--- src/rtl/gpio_pkg.sv ---
// Shared register map and constants for the GPIO controller and its
// interrupt companion block.
package gpio_pkg;

    localparam int ADDRWIDTH = 8;

    localparam logic [31:0] DEFAULT_REG_VALUE = 32'hFABDEFAC;

    localparam logic [ADDRWIDTH-1:0] GPIO_IN  = 8'h00;
    localparam logic [ADDRWIDTH-1:0] GPIO_OUT = 8'h04;
    localparam logic [ADDRWIDTH-1:0] GPIO_OE  = 8'h08;

    localparam logic [ADDRWIDTH-1:0] SYNC_IN  = 8'h00;
    localparam logic [ADDRWIDTH-1:0] IRQ_EN   = 8'h04;
    localparam logic [ADDRWIDTH-1:0] IRQ_TYPE = 8'h08;
    localparam logic [ADDRWIDTH-1:0] IRQ_POL  = 8'h0C;
    localparam logic [ADDRWIDTH-1:0] IRQ_STAT = 8'h10;
    localparam logic [ADDRWIDTH-1:0] IRQ_PEND = 8'h14;

    function automatic logic [31:0] byte_mask(input logic [3:0] bs);
        return {{8{bs[3]}}, {8{bs[2]}}, {8{bs[1]}}, {8{bs[0]}}};
    endfunction

endpackage

--- src/rtl/gpio_irq_controller_if.sv ---
// Wishbone slave bundle shared by the GPIO blocks on the
// AHB-to-FPGA bridge.
interface gpio_irq_controller_if;

    logic [16:0] adr;
    logic        cyc;
    logic        stb;
    logic        we;
    logic [3:0]  byte_stb;
    logic [31:0] dat_w;
    logic [31:0] dat_r;
    logic        ack;

    modport master (
        output adr, cyc, stb, we, byte_stb, dat_w,
        input  dat_r, ack
    );

    modport slave (
        input  adr, cyc, stb, we, byte_stb, dat_w,
        output dat_r, ack
    );

endinterface

--- src/rtl/gpio_sync_edge.sv ---
// Two-flop pin synchroniser with previous-sample flop and per-bit
// edge/level event generation.
module gpio_sync_edge #(
    parameter int W = 32
) (
    input  logic         clk,
    input  logic         rst,
    input  logic [W-1:0] din,
    input  logic [W-1:0] irq_type,
    input  logic [W-1:0] irq_pol,
    output logic [W-1:0] sync,
    output logic [W-1:0] evt
);

    logic [W-1:0] s1;
    logic [W-1:0] s2;
    logic [W-1:0] prev;
    logic [1:0]   cnt;
    logic         valid;

    logic [W-1:0] rise;
    logic [W-1:0] fall;
    logic [W-1:0] edge_evt;
    logic [W-1:0] lvl_evt;

    // prev first holds a real pin sample the cycle after cnt saturates,
    // so valid lags the count by one flop to block reset-time edges.
    always_ff @(posedge clk or posedge rst) begin
        if (rst) begin
            s1    <= '0;
            s2    <= '0;
            prev  <= '0;
            cnt   <= '0;
            valid <= 1'b0;
        end else begin
            s1    <= din;
            s2    <= s1;
            prev  <= s2;
            valid <= (cnt == 2'd2);
            if (cnt != 2'd2)
                cnt <= cnt + 2'd1;
        end
    end

    assign rise     = s2 & ~prev;
    assign fall     = ~s2 & prev;
    assign edge_evt = {W{valid}} & ((irq_pol & rise) | (~irq_pol & fall));
    assign lvl_evt  = ~(irq_pol ^ s2);
    assign evt      = (irq_type & lvl_evt) | (~irq_type & edge_evt);
    assign sync     = s2;

endmodule

--- src/rtl/gpio_irq_controller.sv ---
// GPIO interrupt controller: Wishbone register file, sticky status
// and registered interrupt line.
module gpio_irq_controller #(
    parameter logic [16:0] MODULE_OFFSET     = 17'h0_1100,
    parameter logic [31:0] DEFAULT_REG_VALUE = gpio_pkg::DEFAULT_REG_VALUE
) (
    input  logic                 WBs_CLK_i,
    input  logic                 WBs_RST_i,
    gpio_irq_controller_if.slave bus,
    input  logic [31:0]          GPIO_in,
    output logic                 IRQ_o
);

    import gpio_pkg::*;

    localparam int OW = ADDRWIDTH - 2;

    localparam logic [OW-1:0] A_SYNC = SYNC_IN[ADDRWIDTH-1:2];
    localparam logic [OW-1:0] A_EN   = IRQ_EN[ADDRWIDTH-1:2];
    localparam logic [OW-1:0] A_TYPE = IRQ_TYPE[ADDRWIDTH-1:2];
    localparam logic [OW-1:0] A_POL  = IRQ_POL[ADDRWIDTH-1:2];
    localparam logic [OW-1:0] A_STAT = IRQ_STAT[ADDRWIDTH-1:2];
    localparam logic [OW-1:0] A_PEND = IRQ_PEND[ADDRWIDTH-1:2];

    logic [31:0]   en;
    logic [31:0]   typ;
    logic [31:0]   pol;
    logic [31:0]   stat;
    logic [31:0]   sync;
    logic [31:0]   evt;
    logic [31:0]   wmask;
    logic [31:0]   w1c;
    logic [31:0]   rdata;
    logic [OW-1:0] off;
    logic          decode;
    logic          req;
    logic          wr;
    logic          ack;
    logic          unused_adr;

    assign off    = bus.adr[ADDRWIDTH-1:2];
    assign decode = (bus.adr[16:ADDRWIDTH] == MODULE_OFFSET[16:ADDRWIDTH]);
    assign req    = decode & bus.cyc & bus.stb & ~ack;
    assign wr     = req & bus.we;
    assign wmask  = byte_mask(bus.byte_stb);
    assign w1c    = (wr && off == A_STAT) ? (bus.dat_w & wmask) : '0;

    assign unused_adr = ^bus.adr[1:0];

    gpio_sync_edge #(
        .W (32)
    ) u_sync (
        .clk      (WBs_CLK_i),
        .rst      (WBs_RST_i),
        .din      (GPIO_in),
        .irq_type (typ),
        .irq_pol  (pol),
        .sync     (sync),
        .evt      (evt)
    );

    always_ff @(posedge WBs_CLK_i or posedge WBs_RST_i) begin
        if (WBs_RST_i) begin
            ack   <= 1'b0;
            en    <= '0;
            typ   <= '0;
            pol   <= '0;
            stat  <= '0;
            IRQ_o <= 1'b0;
        end else begin
            ack <= req;
            if (wr && off == A_EN)
                en <= (en & ~wmask) | (bus.dat_w & wmask);
            if (wr && off == A_TYPE)
                typ <= (typ & ~wmask) | (bus.dat_w & wmask);
            if (wr && off == A_POL)
                pol <= (pol & ~wmask) | (bus.dat_w & wmask);
            // Level bits track the condition; edge bits are sticky
            // and a new event wins over a same-cycle clear.
            stat  <= evt | (~typ & stat & ~w1c);
            IRQ_o <= |(stat & en);
        end
    end

    always_comb begin
        rdata = DEFAULT_REG_VALUE;
        unique case (1'b1)
            (off == A_SYNC): rdata = sync;
            (off == A_EN):   rdata = en;
            (off == A_TYPE): rdata = typ;
            (off == A_POL):  rdata = pol;
            (off == A_STAT): rdata = stat;
            (off == A_PEND): rdata = stat & en;
            default:         rdata = DEFAULT_REG_VALUE;
        endcase
    end

    assign bus.dat_r = rdata;
    assign bus.ack   = ack;

endmodule
--- src/flat_wrapper.sv ---
// flat-port wrapper written by rule: the top's interface ports become plain ports
module gpio_irq_controller_flat import gpio_pkg::*;
#(
    parameter logic [16:0] MODULE_OFFSET     = 17'h0_1100,
    parameter logic [31:0] DEFAULT_REG_VALUE = gpio_pkg::DEFAULT_REG_VALUE
)
  (WBs_CLK_i, WBs_RST_i, GPIO_in, IRQ_o, bus_adr, bus_cyc, bus_stb, bus_we, bus_byte_stb, bus_dat_w, bus_dat_r, bus_ack);
  gpio_irq_controller_if bus_i ();
  input  logic WBs_CLK_i;
  input  logic WBs_RST_i;
  input  logic [31:0] GPIO_in;
  output logic IRQ_o;
  input wire logic [$bits(bus_i.adr)-1:0] bus_adr;
  input wire logic [$bits(bus_i.cyc)-1:0] bus_cyc;
  input wire logic [$bits(bus_i.stb)-1:0] bus_stb;
  input wire logic [$bits(bus_i.we)-1:0] bus_we;
  input wire logic [$bits(bus_i.byte_stb)-1:0] bus_byte_stb;
  input wire logic [$bits(bus_i.dat_w)-1:0] bus_dat_w;
  output wire logic [$bits(bus_i.dat_r)-1:0] bus_dat_r;
  output wire logic [$bits(bus_i.ack)-1:0] bus_ack;
  assign bus_i.adr = bus_adr;
  assign bus_i.cyc = bus_cyc;
  assign bus_i.stb = bus_stb;
  assign bus_i.we = bus_we;
  assign bus_i.byte_stb = bus_byte_stb;
  assign bus_i.dat_w = bus_dat_w;
  assign bus_dat_r = bus_i.dat_r;
  assign bus_ack = bus_i.ack;
  gpio_irq_controller #(.MODULE_OFFSET(MODULE_OFFSET), .DEFAULT_REG_VALUE(DEFAULT_REG_VALUE)) u_core (.WBs_CLK_i(WBs_CLK_i), .WBs_RST_i(WBs_RST_i), .bus(bus_i), .GPIO_in(GPIO_in), .IRQ_o(IRQ_o));
endmodule
--- config.mk ---
export PLATFORM = sky130hd
export DESIGN_NAME = gpio_irq_controller_flat
export DESIGN_NICKNAME = d
export VERILOG_FILES = /design/src/rtl/gpio_pkg.sv /design/src/rtl/gpio_irq_controller_if.sv /design/src/rtl/gpio_sync_edge.sv /design/src/rtl/gpio_irq_controller.sv /design/src/flat_wrapper.sv
export SDC_FILE = /design/constraint.sdc
export NUM_CORES = 1
export LEC_CHECK = 0
export ABC_CLOCK_PERIOD_IN_PS = 8650
export BUFFER_PORTS_ARGS = -buffer_cell sky130_fd_sc_hd__buf_2
export CORE_ASPECT_RATIO = 0.75
export CORE_MARGIN = 3
export CORE_UTILIZATION = 60
export CTS_BUF_LIST = sky130_fd_sc_hd__clkbuf_8
export DETAILED_ROUTE_END_ITERATION = 10
export GPL_TIMING_DRIVEN = 0
export HOLD_SLACK_MARGIN = 0.03
export PLACE_DENSITY = 0.86
export SKIP_LAST_GASP = 1
export SYNTH_ARGS = -nofsm -noshare
export SYNTH_HDL_FRONTEND = slang
export SYNTH_SLANG_ARGS = --single-unit
--- constraint.sdc ---
create_clock -name WBs_CLK_i -period 8.65 [get_ports WBs_CLK_i]
set_clock_uncertainty 0.05 [all_clocks]
set_input_delay 0.865 -clock WBs_CLK_i [delete_from_list [all_inputs] [get_ports WBs_CLK_i]]
set_output_delay 0.865 -clock WBs_CLK_i [all_outputs]
set_load 0.01 [all_outputs]
==> run summary <==
After clock tree synthesis, the flow added hold-fix buffers numbering 0. Counting the fill cells in the layout gives 1131. The tools report the number of DRC violations after detailed routing as 0. The most used flip-flop cell after synthesis is sky130_fd_sc_hd__dfrtp_1.

The via count normalized by instance count was 6.70. In this run, distinct cell masters in the synthesized netlist total 42. The floorplan row count came out at 40. The aggregate negative setup slack was 0 ns. From synthesis to final layout, the design area changed by 16.8%. The run finished with clean final reports. The synthesized design contains 229 register bits. Prior to clock tree synthesis, the placed netlist has a worst setup slack of 4.00 ns.

The TritonCTS buffer count was 35. Input and output buffers added on the ports amount to 120. The post-detailed-route wirelength per cell was 23.7 µm; the part of the Yosys area used for sequential elements was 57.4%. The worst-case setup margin in the final layout was 4.21 ns.

The normalized max-slew margin came out at 26.4%. Detailed placer's ending HPWL: 19200 µm. The setup check on the worst reg-to-reg path leaves a slack of 6.06 ns.

The floorplan step set the die width to 155 µm. In this run the critical register-to-register path is launched from u_core.bus.ack$_DFF_PP0_. The net count reported at finish was 1063. For this design the top-level I/O count stands at 124. STA classifies the critical path startpoint as an input pin. The pre-antenna-repair detailed-routing pass consisted of 6 iterations. Wires add up to 28700 µm. The number of hold-slack violations in the final timing report was 0; the post-cts repair resize count was 0. The top achievable clock speed was 0.225 GHz. Setup repair after global routing left no endpoint under its margin. For the wire length of the first global-routing pass, the log shows 44200 µm. The longest clock path from root to sink contains 3 buffers.

After clock tree synthesis, the clock-pin slew on the worst setup and hold paths is 0.06 ns. The number of global-route vias before repair is 8126, and the count of cells along the worst hold path is 0. The floorplan step defined a die boundary enclosing 18200 µm². Of the available clock period, the critical path in the final layout requires 51.3%. Hold timing on the final database bottoms out at a slack of 0.297 ns. Counting cells, the worst reg-to-reg path comes to 4. Setup violations remaining at the end of the flow were counted as 0. The tools report the overall track demand over capacity in global routing as 31.1%. For the worst setup path, the data required time is 7.74 ns.

The number of antenna violations at the first check in global routing is 3. The tools report the leakage power as 5.10 nW. In this run the worst setup path begins at bus_adr[4]. For the standard cell core area, the log shows 16200 µm². TritonCTS built the clock tree. In this run the number of H-tree levels came out at 2. The number of nets in the synthesized netlist is 904.

The async set or reset register ratio after synthesis came out at 100%. At the end of routability-driven placement, the weighted congestion stood at 0.958. Power density over cell area: 187 nW/µm².

The maximum fanout count along the critical path is 10. The detail route stage leaves a number of antenna-violating nets equal to 0. The later-pin clock latency in the skew report was 0.51 ns. After detailed routing, the wire length on met1 is 10800 µm. For the number of maximum-capacitance violations, the log shows 0. The end point of the critical path was bus_dat_r[7].

During synthesis, Yosys emitted a total of 0 warnings. Yosys mapped a number of flops with a built-in enable equal to 0. After the first detailed-routing iteration, the DRC count stood at 1039. The worst-case IR drop observed on VDD is 121 µV.

CTS placed an instance of sky130_fd_sc_hd__clkbuf_8 at the clock tree root. For the pin with the worst max-slew slack, the measured transition is 1.10 ns. The chip height is 118 µm.

Data on the critical path arrives at its endpoint at 3.52 ns. Fraction of layout cells with a size suffix above 1: 32.4%. Synthesis produced 813 cells.

Average cell area after synthesis: 12.3 µm². The path class of the tightest hold or removal check is flop to flop. Total met3 wirelength after detailed routing: 3910 µm.

For the wire length on met2, the log shows 12900 µm. CTS saw 229 sinks. The run gives 0 as the number of max-slew violations in the final report. Highest routing layer actually used: met5.

For the remaining global-route overflow, the log shows 0. The effective utilization at floorplan came out at 61.8%. Once the clock tree was built, the setup fixing pass inserted 0 buffers. The largest net degree at the start of global routing is 125.

Summing over every cut layer, the via total after detailed routing is 8099. The setup path with the least slack is of type input pin to output pin. The cell area after synthesis is 9990 µm², and the shortest clock period the worst path allows after layout is 4.44 ns. The tools report the kind of capture point of the worst setup path as an output pin.
==> Yosys cell counts, drive strengths merged (8+ instances only) <==
library cell,count,area [µm²]
nor2b,27,169
nand2b,10,62.6
dfrtp,229,5730
o2111ai,16,140
nand3,34,170
o31ai,27,203
mux2,111,1250
mux2i,16,160
o22a,8,70.1
clkbuf,28,105
o22ai,13,81.3
a31o,27,236
inv,31,116
o211ai,27,203
o21ai,21,105
nand2,46,203
buf,9,48.8
a22oi,41,308
a21oi,28,140
nand4,21,131
==> how the worst min path moves through the flow <==
stage	from	slack, ns	end
3_3_place_gp	u_core.u_sync.s1[29]$_DFF_PP0_	0.28	u_core.u_sync.sync[29]$_DFF_PP0_
4_1_cts	u_core.u_sync.s1[11]$_DFF_PP0_	0.30	u_core.u_sync.sync[11]$_DFF_PP0_
2_1_floorplan	u_core.u_sync.s1[0]$_DFF_PP0_	0.28	u_core.u_sync.sync[0]$_DFF_PP0_
6_report	u_core.u_sync.s1[10]$_DFF_PP0_	0.30	u_core.u_sync.sync[10]$_DFF_PP0_
5_1_grt	u_core.u_sync.s1[10]$_DFF_PP0_	0.31	u_core.u_sync.sync[10]$_DFF_PP0_
3_5_place_dp	u_core.u_sync.s1[10]$_DFF_PP0_	0.28	u_core.u_sync.sync[10]$_DFF_PP0_
==> stage by stage <==
stage	cell area, µm²	power (mW)	std cells	utilization, %
2_1_floorplan	9990	1.18	813	-
5_1_grt	11700	2.24	1209	72.1
3_3_place_gp	10800	1.23	1143	67.1
6_report	11700	2.18	1209	72.1
3_5_place_dp	10900	1.23	1144	67.3
4_1_cts	11700	2.18	1207	72.1
==> cells by family (layout without fill, tap and decap cells) <==
logic type	after synthesis	in the layout	share of synthesized area [%]
buffers and inverters	68	253	2.71
and+or+nand+nor	163	163	9.22
muxes	127	127	14.1
other	0	1	0
adders and majority gates	1	1	0.125
AOI/OAI and AO/OA	219	219	15.9
xor gates and xnor gates	6	6	0.526
DFF	229	229	57.4
==> layer usage <==
metal	vias up	track usage, %
li1	3406	-
met1	3987	42.7
met2	591	46.5
met3	113	10.5
met4	2	11.2
met5	-	0
==> worst max-delay path, cell delays in order <==
cell	delay, ns
sky130_fd_sc_hd__buf_2	0.11
sky130_fd_sc_hd__clkbuf_1	0.40
sky130_fd_sc_hd__inv_1	0.33
sky130_fd_sc_hd__nor3b_1	0.29
sky130_fd_sc_hd__buf_2	0.31
sky130_fd_sc_hd__clkbuf_1	0.64
sky130_fd_sc_hd__a22oi_1	0.23
sky130_fd_sc_hd__nand3_1	0.17
sky130_fd_sc_hd__buf_2	0.16
==> layout make-up <==
cell class	count	area, µm²	area share, %
inverters	31	124	1.06
well taps	210	263	2.25
plain buffers	37	154	1.32
flip-flops and latches	229	5730	49.1
clock inverters	13	78.8	0.676
clock buffers	50	688	5.90
diodes	1	2.50	0.0215
repair buffers	122	633	5.43
multi-input cells	516	3990	34.2
==> cell usage in the layout, fill, tap and decap left out, types with 21 or more instances in the layout <==
cell type	n
sky130_fd_sc_hd__clkbuf_1	28
sky130_fd_sc_hd__buf_2	123
sky130_fd_sc_hd__a22oi_1	41
sky130_fd_sc_hd__o211ai_1	27
sky130_fd_sc_hd__o31ai_1	27
sky130_fd_sc_hd__mux2_2	103
sky130_fd_sc_hd__o21ai_0	21
sky130_fd_sc_hd__nor2b_1	27
sky130_fd_sc_hd__nand4_1	21
sky130_fd_sc_hd__dfrtp_1	229
sky130_fd_sc_hd__nand2_1	38
sky130_fd_sc_hd__a21oi_1	28
sky130_fd_sc_hd__a31o_2	27
sky130_fd_sc_hd__inv_1	39
sky130_fd_sc_hd__clkbuf_8	50
sky130_fd_sc_hd__nand3_1	34
==> power by group <==
part / internal, mW / switching [mW] / leakage, nW
registers: 1.09 / 0.0168 / 2.80
clock network: 0.541 / 0.418 / 0.433
logic: 0.0358 / 0.0698 / 1.87
Note: power is estimated with default switching activity, not from simulation.
